`src/rtl/calc_pkg.sv`:
```
`default_nettype none
// ============================================================================
// Module : calc_pkg
// Brief  : Shared types and constants for the calculator operand-entry path.
// Rev    : 1.0  initial release
// ============================================================================
package calc_pkg;

   localparam int         NDIG_DEFAULT = 4;
   localparam logic [3:0] BCD_MAX      = 4'd9;

   typedef enum logic [1:0] {
      ENT_A = 2'd0,
      ENT_B = 2'd1,
      HOLD  = 2'd2
   } state_e;

   // Digit counters must be able to hold the value NDIG itself (register full).
   function automatic int cnt_width(input int ndig);
      return $clog2(ndig + 1);
   endfunction

endpackage
`default_nettype wire

```
`src/rtl/digit_demux_if.sv`:
```
`default_nettype none
// ============================================================================
// Module : digit_demux_if
// Brief  : Keypad digit / operator input and operand output bundle.
// Rev    : 1.0  initial release
// ============================================================================
interface digit_demux_if
   import calc_pkg::*;
#(
   parameter int NDIG = NDIG_DEFAULT
);
   logic              digit_valid;
   logic [3:0]        digit;
   logic              digit_ready;
   logic              op_key;
   logic              clr;
   logic [4*NDIG-1:0] opnd_a;
   logic [4*NDIG-1:0] opnd_b;
   logic              opnd_valid;
   logic              opnd_ack;
   logic              sel;
   logic              err;

   modport master (
      output digit_valid, digit, op_key, clr, opnd_ack,
      input  digit_ready, opnd_a, opnd_b, opnd_valid, sel, err
   );

   modport slave (
      input  digit_valid, digit, op_key, clr, opnd_ack,
      output digit_ready, opnd_a, opnd_b, opnd_valid, sel, err
   );
endinterface
`default_nettype wire

```
`src/rtl/bcd_shift_reg.sv`:
```
`default_nettype none
// ============================================================================
// Module : bcd_shift_reg
// Brief  : NDIG-digit left-shifting operand register with digit count.
// Rev    : 1.0  initial release
// ============================================================================
module bcd_shift_reg
   import calc_pkg::*;
#(
   parameter int NDIG = NDIG_DEFAULT
) (
   input  wire logic                         clk,
   input  wire logic                         rst_n,
   input  wire logic                         load,
   input  wire logic                         clr,
   input  wire logic [3:0]                   din,
   output logic      [4*NDIG-1:0]            dout,
   output logic      [cnt_width(NDIG)-1:0]   cnt
);
   localparam int CNT_W = cnt_width(NDIG);

   logic [4*NDIG-1:0] data_q, data_d, shifted;
   logic [CNT_W-1:0]  cnt_q, cnt_d;

   generate
      if (NDIG == 1) begin : g_single
         assign shifted = din;
      end else begin : g_multi
         assign shifted = {data_q[4*NDIG-5:0], din};
      end
   endgenerate

   // Clear wins over load; the parent only loads while there is room.
   always_comb begin
      data_d = data_q;
      cnt_d  = cnt_q;
      if (clr) begin
         data_d = '0;
         cnt_d  = '0;
      end else if (load) begin
         data_d = shifted;
         cnt_d  = cnt_q + 1'b1;
      end
   end

   always_ff @(posedge clk or negedge rst_n) begin
      if (!rst_n) begin
         data_q <= '0;
         cnt_q  <= '0;
      end else begin
         data_q <= data_d;
         cnt_q  <= cnt_d;
      end
   end

   assign dout = data_q;
   assign cnt  = cnt_q;

endmodule
`default_nettype wire

```
`src/rtl/digit_demux.sv`:
```
`default_nettype none
// ============================================================================
// Module : digit_demux
// Brief  : Routes keypad digits into operands A then B, holds them for a consumer.
//          Define DIGIT_DEMUX_BCD_CHECK_EN to reject digits above 9 with an err pulse.
// Rev    : 1.0  initial release
// ============================================================================
module digit_demux
   import calc_pkg::*;
#(
   parameter int NDIG = NDIG_DEFAULT
) (
   input wire logic     clk,
   input wire logic     rst_n,
   digit_demux_if.slave bus
);
   localparam int               CNT_W  = cnt_width(NDIG);
   localparam logic [CNT_W-1:0] C_NDIG = CNT_W'(NDIG);

   state_e           state_q, state_d;
   logic [CNT_W-1:0] cnt_a, cnt_b;
   logic             ready, accept, digit_ok;
   logic             load_a, load_b, clr_regs;

   assign ready  = (state_q == ENT_A && cnt_a < C_NDIG) ||
                   (state_q == ENT_B && cnt_b < C_NDIG);
   assign accept = bus.digit_valid && ready;

`ifdef DIGIT_DEMUX_BCD_CHECK_EN
   logic err_q, err_d;

   assign digit_ok = (bus.digit <= BCD_MAX);
   assign err_d    = accept && !digit_ok && !bus.clr;

   always_ff @(posedge clk or negedge rst_n) begin
      if (!rst_n) err_q <= 1'b0;
      else        err_q <= err_d;
   end

   assign bus.err = err_q;
`else
   assign digit_ok = 1'b1;
   assign bus.err  = 1'b0;
`endif

   assign load_a   = accept && digit_ok && (state_q == ENT_A);
   assign load_b   = accept && digit_ok && (state_q == ENT_B);
   assign clr_regs = bus.clr || (state_q == HOLD && bus.opnd_ack);

   always_comb begin
      state_d = state_q;
      if (bus.clr) begin
         state_d = ENT_A;
      end else begin
         case (state_q)
            ENT_A:   if (bus.op_key)   state_d = ENT_B;
            ENT_B:   if (bus.op_key)   state_d = HOLD;
            HOLD:    if (bus.opnd_ack) state_d = ENT_A;
            default:                   state_d = ENT_A;
         endcase
      end
   end

   always_ff @(posedge clk or negedge rst_n) begin
      if (!rst_n) state_q <= ENT_A;
      else        state_q <= state_d;
   end

   bcd_shift_reg #(.NDIG(NDIG)) u_reg_a (
      .clk   (clk),
      .rst_n (rst_n),
      .load  (load_a),
      .clr   (clr_regs),
      .din   (bus.digit),
      .dout  (bus.opnd_a),
      .cnt   (cnt_a)
   );

   bcd_shift_reg #(.NDIG(NDIG)) u_reg_b (
      .clk   (clk),
      .rst_n (rst_n),
      .load  (load_b),
      .clr   (clr_regs),
      .din   (bus.digit),
      .dout  (bus.opnd_b),
      .cnt   (cnt_b)
   );

   // Operands are complete exactly while held for the consumer.
   assign bus.digit_ready = ready;
   assign bus.sel         = (state_q == ENT_A);
   assign bus.opnd_valid  = (state_q == HOLD);

endmodule
`default_nettype wire

```
`src/flat_wrapper.sv`:
```
// flat-port wrapper written by rule: the top's interface ports become plain ports
module digit_demux_flat import calc_pkg::*;
#(
   parameter int NDIG = NDIG_DEFAULT
)
  (clk, rst_n, bus_digit_valid, bus_digit, bus_op_key, bus_clr, bus_opnd_ack, bus_digit_ready, bus_opnd_a, bus_opnd_b, bus_opnd_valid, bus_sel, bus_err);
  digit_demux_if #(.NDIG(NDIG)) bus_i ();
  input wire logic clk;
  input wire logic rst_n;
  input wire logic [$bits(bus_i.digit_valid)-1:0] bus_digit_valid;
  input wire logic [$bits(bus_i.digit)-1:0] bus_digit;
  input wire logic [$bits(bus_i.op_key)-1:0] bus_op_key;
  input wire logic [$bits(bus_i.clr)-1:0] bus_clr;
  input wire logic [$bits(bus_i.opnd_ack)-1:0] bus_opnd_ack;
  output wire logic [$bits(bus_i.digit_ready)-1:0] bus_digit_ready;
  output wire logic [$bits(bus_i.opnd_a)-1:0] bus_opnd_a;
  output wire logic [$bits(bus_i.opnd_b)-1:0] bus_opnd_b;
  output wire logic [$bits(bus_i.opnd_valid)-1:0] bus_opnd_valid;
  output wire logic [$bits(bus_i.sel)-1:0] bus_sel;
  output wire logic [$bits(bus_i.err)-1:0] bus_err;
  assign bus_i.digit_valid = bus_digit_valid;
  assign bus_i.digit = bus_digit;
  assign bus_i.op_key = bus_op_key;
  assign bus_i.clr = bus_clr;
  assign bus_i.opnd_ack = bus_opnd_ack;
  assign bus_digit_ready = bus_i.digit_ready;
  assign bus_opnd_a = bus_i.opnd_a;
  assign bus_opnd_b = bus_i.opnd_b;
  assign bus_opnd_valid = bus_i.opnd_valid;
  assign bus_sel = bus_i.sel;
  assign bus_err = bus_i.err;
  digit_demux #(.NDIG(NDIG)) u_core (.clk(clk), .rst_n(rst_n), .bus(bus_i));
endmodule
```
`config.mk`:
```
export PLATFORM = sky130hd
export DESIGN_NAME = digit_demux_flat
export DESIGN_NICKNAME = d
export VERILOG_FILES = /design/src/rtl/calc_pkg.sv /design/src/rtl/digit_demux_if.sv /design/src/rtl/bcd_shift_reg.sv /design/src/rtl/digit_demux.sv /design/src/flat_wrapper.sv
export SDC_FILE = /design/constraint.sdc
export NUM_CORES = 1
export LEC_CHECK = 0
export ABC_AREA = 1
export CAP_MARGIN = 10
export CELL_PAD_IN_SITES_DETAIL_PLACEMENT = 1
export CELL_PAD_IN_SITES_GLOBAL_PLACEMENT = 2
export CORE_ASPECT_RATIO = 1.75
export CORE_MARGIN = 10
export CORE_UTILIZATION = 28
export DETAILED_ROUTE_END_ITERATION = 10
export GPL_ROUTABILITY_DRIVEN = 0
export PLACE_DENSITY_LB_ADDON = 0.05
export RECOVER_POWER = 50
export SYNTH_ARGS = -nofsm -noshare
export SYNTH_HDL_FRONTEND = slang
export SYNTH_SLANG_ARGS = --single-unit
```
`constraint.sdc`:
```
create_clock -name clk -period 1.8 [get_ports clk]
set_input_delay 0.27 -clock clk [delete_from_list [all_inputs] [get_ports clk]]
set_output_delay 0.27 -clock clk [all_outputs]
set_load 0.005 [all_outputs]
```
# [Yosys cells after proc, flatten, opt, wreduce, memory -nomap -nowiden]
# Cells that the tools add are included.
[totals] out_inout_bits=36 word_cells=39 register_bits=40 in_bits=10
[op_classes] n_eq_ne=5 order_cmp=2 addsub=2 n_mux=13 n_reduce_logical=12
[ops] op="$mux W16" n=4
[ops] op="$mux W3" n=4
[ops] op="$ne A3 B3 Y1 const B" n=3
[ops] op="$mux W2" n=4
[ops] op="$add A3 B1 Y3 const B" n=2
[ops] op="$logic_and A1 B1 Y1" n=6
[ops] op="$lt A3 B3 Y1 const B" n=2
[ops] op="$pmux W2 S3" n=1
[ops] op="$reduce_bool A2 Y1" n=2
[ops] op="$reduce_and A3 Y1" n=1
[ops] op="$eq A2 B1 Y1 const B" n=1
[ops] op="$eq A2 B2 Y1 const B" n=1
[ops] op="$logic_not A2 Y1" n=1
[ops] op="$logic_or A1 B1 Y1" n=2

# [Longest topological paths before layout]
# Gate-level depths: netlist (run 1).
[logic_depth] word_depth=7 ltp_mapped=8 depth_no_buf=8

# [By module]
# A second synthesis (run 1) with hierarchy kept.
[unflattened] hier_cells=198 area_unflattened_um2=1749.2
[by_module_without_submodules] mod="bcd_shift_reg" cells_each=84 seq_area_each_um2=475.5 area_per_inst_um2=783.3 instances=2
[by_module_without_submodules] mod="digit_demux" cells_each=30 seq_area_each_um2=50.0 area_per_inst_um2=182.7 instances=1

# [Worst setup path after synthesis (run 1)]
# Ideal clock, no wire load.
[synth_path] kind="flip-flop to flip-flop" from="register u_core.state_q[1]" to="register u_core.u_reg_b.cnt_q[0], in the netlist u_core.u_reg_b.cnt[0]" slack_ps=534 setup_ps=116 path_buffers=1 t_arrival_ps=1150 path_stages_with_launch=8 required_ps=1684 synth_period_minus_slack_ps=1266 cell_sequence="dfrtp_1 > nor2_4 > nand2_1 > nand2_2 > nand3_2 > buf_2 > nand3_1 > nand2_1"
[synth_between] elab_chain_cells=6 word_cells_on_any_way=12 cone_classes="2 x eq/ne; 1 x mux; 9 x reduce/logical"
[synth_rtl] element="start: declaration" line="digit_demux.sv:20" rtl="state_e state_q, state_d;"
[synth_rtl] element="start signal: assignment" line="digit_demux.sv:66" rtl="else state_q <= state_d;"
[synth_rtl] element="$logic_not A2 Y1"
[synth_rtl] element="net bus_sel" line="flat_wrapper.sv:19" rtl="output wire logic [$bits(bus_i.sel)-1:0] bus_sel;"
[synth_rtl] element="$logic_and A1 B1 Y1" line="digit_demux.sv:25" rtl="assign ready = (state_q == ENT_A && cnt_a < C_NDIG) ||"
[synth_rtl] element="$logic_or A1 B1 Y1" line="digit_demux.sv:25"
[synth_rtl] element="net bus_digit_ready" line="flat_wrapper.sv:15" rtl="output wire logic [$bits(bus_i.digit_ready)-1:0] bus_digit_ready;"
[synth_rtl] element="$logic_and A1 B1 Y1" line="digit_demux.sv:27" rtl="assign accept = bus.digit_valid && ready;"
[synth_rtl] element="$logic_and A1 B1 Y1" line="digit_demux.sv:47" rtl="assign load_b = accept && digit_ok && (state_q == ENT_B);"
[synth_rtl] element="$reduce_bool A2 Y1 (no line)"
[synth_rtl] element="end signal: assignment" line="bcd_shift_reg.sv:52" rtl="cnt_q <= cnt_d;"
[synth_rtl] element="end: declaration" line="bcd_shift_reg.sv:23" rtl="logic [CNT_W-1:0] cnt_q, cnt_d;"
# The timed path passes the listed nets, and every way through them passes these cells.
# A chain may end at the register's enable or synchronous reset.

# [Worst setup path in the final report (run 1)]
[layout_path] from="register u_core.state_q[1]" to="output bus_sel"
[layout_between] elab_chain_cells=1
[layout_rtl] element="$logic_not A2 Y1" line="digit_demux.sv:91" rtl="assign bus.sel = (state_q == ENT_A);"
[layout_rtl] element="end: declaration" line="flat_wrapper.sv:19"
# No other way between the ends.

==> results.md, run 1 <==
- The synthesized net count is roughly 270.
- Counting tap cells, the placed design contains a total of ~380 instances.
- After detailed routing, the average wire length per cell comes to 14.40 um.
- The final setup violation count is 0.
- The multi-input combinational cells in the finished layout cover a total of 720.7 um2.
- The total routing usage reported by global routing is 0.1085.
- The flow ran to the end, and the final reports show no timing, DRC or antenna violations.
- The post-route clock skew is between 5 and 6 ps.
- TritonCTS built the clock tree.
- The area of the core region is between 6000 and 7000 um2.
- Total power for the finished layout comes to 2.141 mW.
- The peak ir drop on the vdd network is a little under 0.5 mV.
- The die covers approximately 11000 um2.
- In this run the cell area of the synthesized design comes to ~2000 um2.
- After synthesis, the mean cell area works out to between 7 and 8 um2.
- After detailed routing, the number of vias per cell comes to roughly 4.4.
- For this run, the slowest stage of the critical path takes approximately 510 ps.
- The portion of the post-synthesis area used by sequential elements is 0.5096.
- Setup repair after global routing left no endpoint under its margin.
- The total net switching power is roughly 0.57 mW.
- The total number of vias is ~1700.
- At the end of the flow the core is filled with cells to 0.3794.
- The number of design-rule violations left by the first detailed-router iteration is 46.
- STA classifies the critical path startpoint as a register.
- Synthesis produced a netlist whose cell count is 253.
- In the final timing run, aggregate negative setup slack is 0 ps.
- The leakage power is about 1.3 nW.
- The detailed-route wire length is 5544 um.
- The deepest level of the CTS H-tree is 2.
- The detail route stage leaves a number of antenna-violating nets equal to 0.
- The maximum number of buffers from clock root to sink is 2.
- Internal power comes to between 1.5 and 2 mW.
- Entering global routing, the biggest net connects approximately 40 pins.
- The final max-slew violation count came to 0.
- The count of distinct cell types in the synthesized netlist is 21.
- The number of antenna violations at the first check in global routing is 0.
- The first global-routing pass estimated between 9000 and 10000 um of wire.
- Clock tree synthesis found a total of 40 sinks.
- The routed design could run at a clock period as short as 1737 ps.
- The met2 routing resource usage after global routing is 0.1971.
- The total of max-cap violations is 0.
- STA puts the critical path data required time at approximately 1500 ps.
- The path class of the tightest hold or removal check is in -> async.
- Of the cells placed in the final design, the portion with a size suffix greater than 1 is 0.07641.
- The total congestion overflow after global routing is 0.
- The first TritonRoute pass finished after 4 iterations.
- The portion of total power attributed to combinational logic is 0.151.
- The die is between 80 and 90 um wide.
- The layer with the highest usage after global routing is met2.
- STA classifies the critical path endpoint as a primary output.
- The power per unit of standard cell area is just over 800 nW/um2.
- Clock-pin slew was measured on the worst setup and hold paths at 60 ps.
- The met3 global-route usage is 0.03594.
- The path type of the worst setup path is reg -> out.
- The slowest stage of the critical path is the clkdlybuf4s50_1 cell.
- The floorplan step set the die height to roughly 130 um.
- Of the total power, the clock network draws 0.390.
- The Yosys step of the flow raised 0 warnings.
- 0 antenna diodes ended up in the layout.
- Of the total power, the share spent switching nets is 0.2652.
- The row count is 40.
- The clock reaches the later pin of the worst-skew pair after between 200 and 300 ps.
- The number of buffers created by CTS is 5.
- The via count of the first global-routing pass is between 1500 and 2000.
- Ranked by total cell area, the synthesized netlist is headed by dfrtp_1 (51%), nand2_1 (15%), nand3_1 (7.9%), inv_1 (7.1%), nor2_1 (6.3%).
- The total half-perimeter wirelength after legalization and detailed placement is about 4000 um.
- Dividing the final minimum period by the clock period gives 0.9651.
- At the end of the flow, the number of nets in the layout was about 320.
- The signal on the critical path passes through nor2_4, buf_4, clkdlybuf4s50_1.
- The non-filler instance count after layout is approximately 390.
- The proportion of netlist area held by the largest area contributor is 0.5096.
- The clock tree root driver cell is clkbuf_16.
- Of all cell types, the one taking the most synthesized area is dfrtp_1.
- The post-synthesis register bit count is 40.
- The number of filler instances in the final layout is around 840.
- The area growth from synthesis to layout is 32.42%.
- The count of buffers added on input and output ports is 44.
- The fraction of registers with async set/reset is 1.000.
- The actual slew at the worst max-slew pin is ~1000 ps.
- For this run, global-route usage on met1 was measured as 0.1094.
- The most common cell in the synthesized netlist is nand2_1.
- After detailed routing, the number of remaining DRC violations is 0.
- In this run the count of I/O pins placed on the die edge is 46.
- In the synthesized netlist, the cells that appear most often are nand2_1 (80), dfrtp_1 (40), inv_1 (37), nor2_1 (33), nand3_1 (31).
- The footprint of the flip-flops and latches is around 1000 um2.
- The maximum fanout count along the critical path is 5.
- For this run, the leading register cell type out of synthesis is dfrtp_1.
- The synthesized design contains 0 enable-type register cells.
- The number of endpoints with negative hold slack in the final report came to 0.
- The worst max-slew margin expressed relative to the limit is 0.3047.
- For this configuration, the core starts out at a cell density of 0.2865.
- Timing would allow up to 575.6 MHz.
- The critical path data arrival time is around 1500 ps.
- The share of total power dissipated in sequential elements is 0.459.
cells by family (layout without fill, tap and decap cells):
kind of cell / after synthesis / count (layout) / share of synthesized area
flops: 40 / 40 / 0.5096
buf+inv: 51 / 99 / 0.1210
fa+ha+maj: 2 / 2 / 0.01274
other cells: 1 / 1 / 0.001909
simple gates: 152 / 152 / 0.3357
compound gates: 7 / 7 / 0.01911
path summary, 6_finish.rpt:
path	start	endpoint	depth (start not counted)	slack [ps]
worst max-delay path	u_core.state_q[1]$_DFFE_PN0P_	bus_sel	3	60
worst min-delay path	rst_n	u_core.state_q[1]$_DFFE_PN0P_	2	250
worst max register to register	u_core.state_q[1]$_DFFE_PN0P_	u_core.u_reg_a.cnt[1]$_DFFE_PN0P_	7	270
worst min register to register	u_core.u_reg_b.dout[15]$_DFFE_PN0P_	u_core.u_reg_b.dout[15]$_DFFE_PN0P_	2	490
max in group asynchronous	rst_n	u_core.state_q[1]$_DFFE_PN0P_	2	860
min in group clk	u_core.u_reg_b.dout[15]$_DFFE_PN0P_	u_core.u_reg_b.dout[15]$_DFFE_PN0P_	2	490
metal layers:
layer	vias up	share of wire
li1	857	-
met1	814	0.39
met2	28	0.53
met3	5	0.054
met4	0	0.018
met5	-	0
flip-flops by register name, indices dropped and copies added, names as in the netlist:
register / count
u_core.state_q: 2
u_core.u_reg_a.dout: 16
u_core.u_reg_b.cnt: 3
u_core.u_reg_b.dout: 16
u_core.u_reg_a.cnt: 3
layout by cell type, fill, tap and decap left out, drive strengths merged:
master | Yosys | final
clkdlybuf4s50 | 0 | 35
clkbuf | 1 | 10
nor2 | 34 | 34
dlygate4sd3 | 0 | 7
a31oi | 2 | 2
dlygate4sd2 | 0 | 1
ha | 2 | 2
o21ai | 3 | 3
nand2 | 83 | 83
a21oi | 2 | 2
conb | 1 | 1
buf | 11 | 7
nand3 | 34 | 34
inv | 39 | 39
dfrtp | 40 | 40
nand4 | 1 | 1
power by group through the flow:
stage,Clock [mW],Sequential [mW],Combinational [mW]
6_report,0.835,0.983,0.324
5_1_grt,0.906,0.991,0.376
4_1_cts,0.875,0.984,0.347
3_5_place_dp,0,1.00,0.346
3_3_place_gp,0,1.00,0.342
2_1_floorplan,0,0.993,0.185
stage by stage:
stage	worst slack (ps)	hold slack (ps)	area, um2
finish	62.78	245.6	2601
global route	0.2920	347.1	2601
CTS	38.98	75.17	2621
detailed placement	169.6	383.1	2489
global placement	223.6	386.1	2489
floorplan	533.5	-25.59	1964
worst max-delay path: cells and delay by family (launching register included):
family                 cells  cell delay, ps
flip-flops                 1             430
buffers and inverters      2             650
AND/OR/NAND/NOR            1             110
cell type report:
type / count / area share
Tap cell: 84 / 0.04040
Sequential cell: 40 / 0.3853
Multi-Input combinational cell: 162 / 0.2771
Inverter: 39 / 0.05628
Timing Repair Buffer: 55 / 0.1929
Clock buffer: 5 / 0.04810
what timing repair did:
item	4_1_cts	5_1_grt
buffers inserted	1	0
gates resized for setup	2	0
hold buffers	0	0
setup endpoints to repair	1	0
(Power assumes the default switching activity.)
==> run 2, diff against run 1 <==
--- a/config.mk
+++ b/config.mk
@@ -12,6 +12,7 @@
 export CORE_ASPECT_RATIO = 1.75
 export CORE_MARGIN = 10
 export CORE_UTILIZATION = 28
+export CTS_CLUSTER_SIZE = 8
 export DETAILED_ROUTE_END_ITERATION = 10
 export GPL_ROUTABILITY_DRIVEN = 0
 export PLACE_DENSITY_LB_ADDON = 0.05
==> results of run 2 <==
Final layout, timing and power as in run 1 (identical DEF).
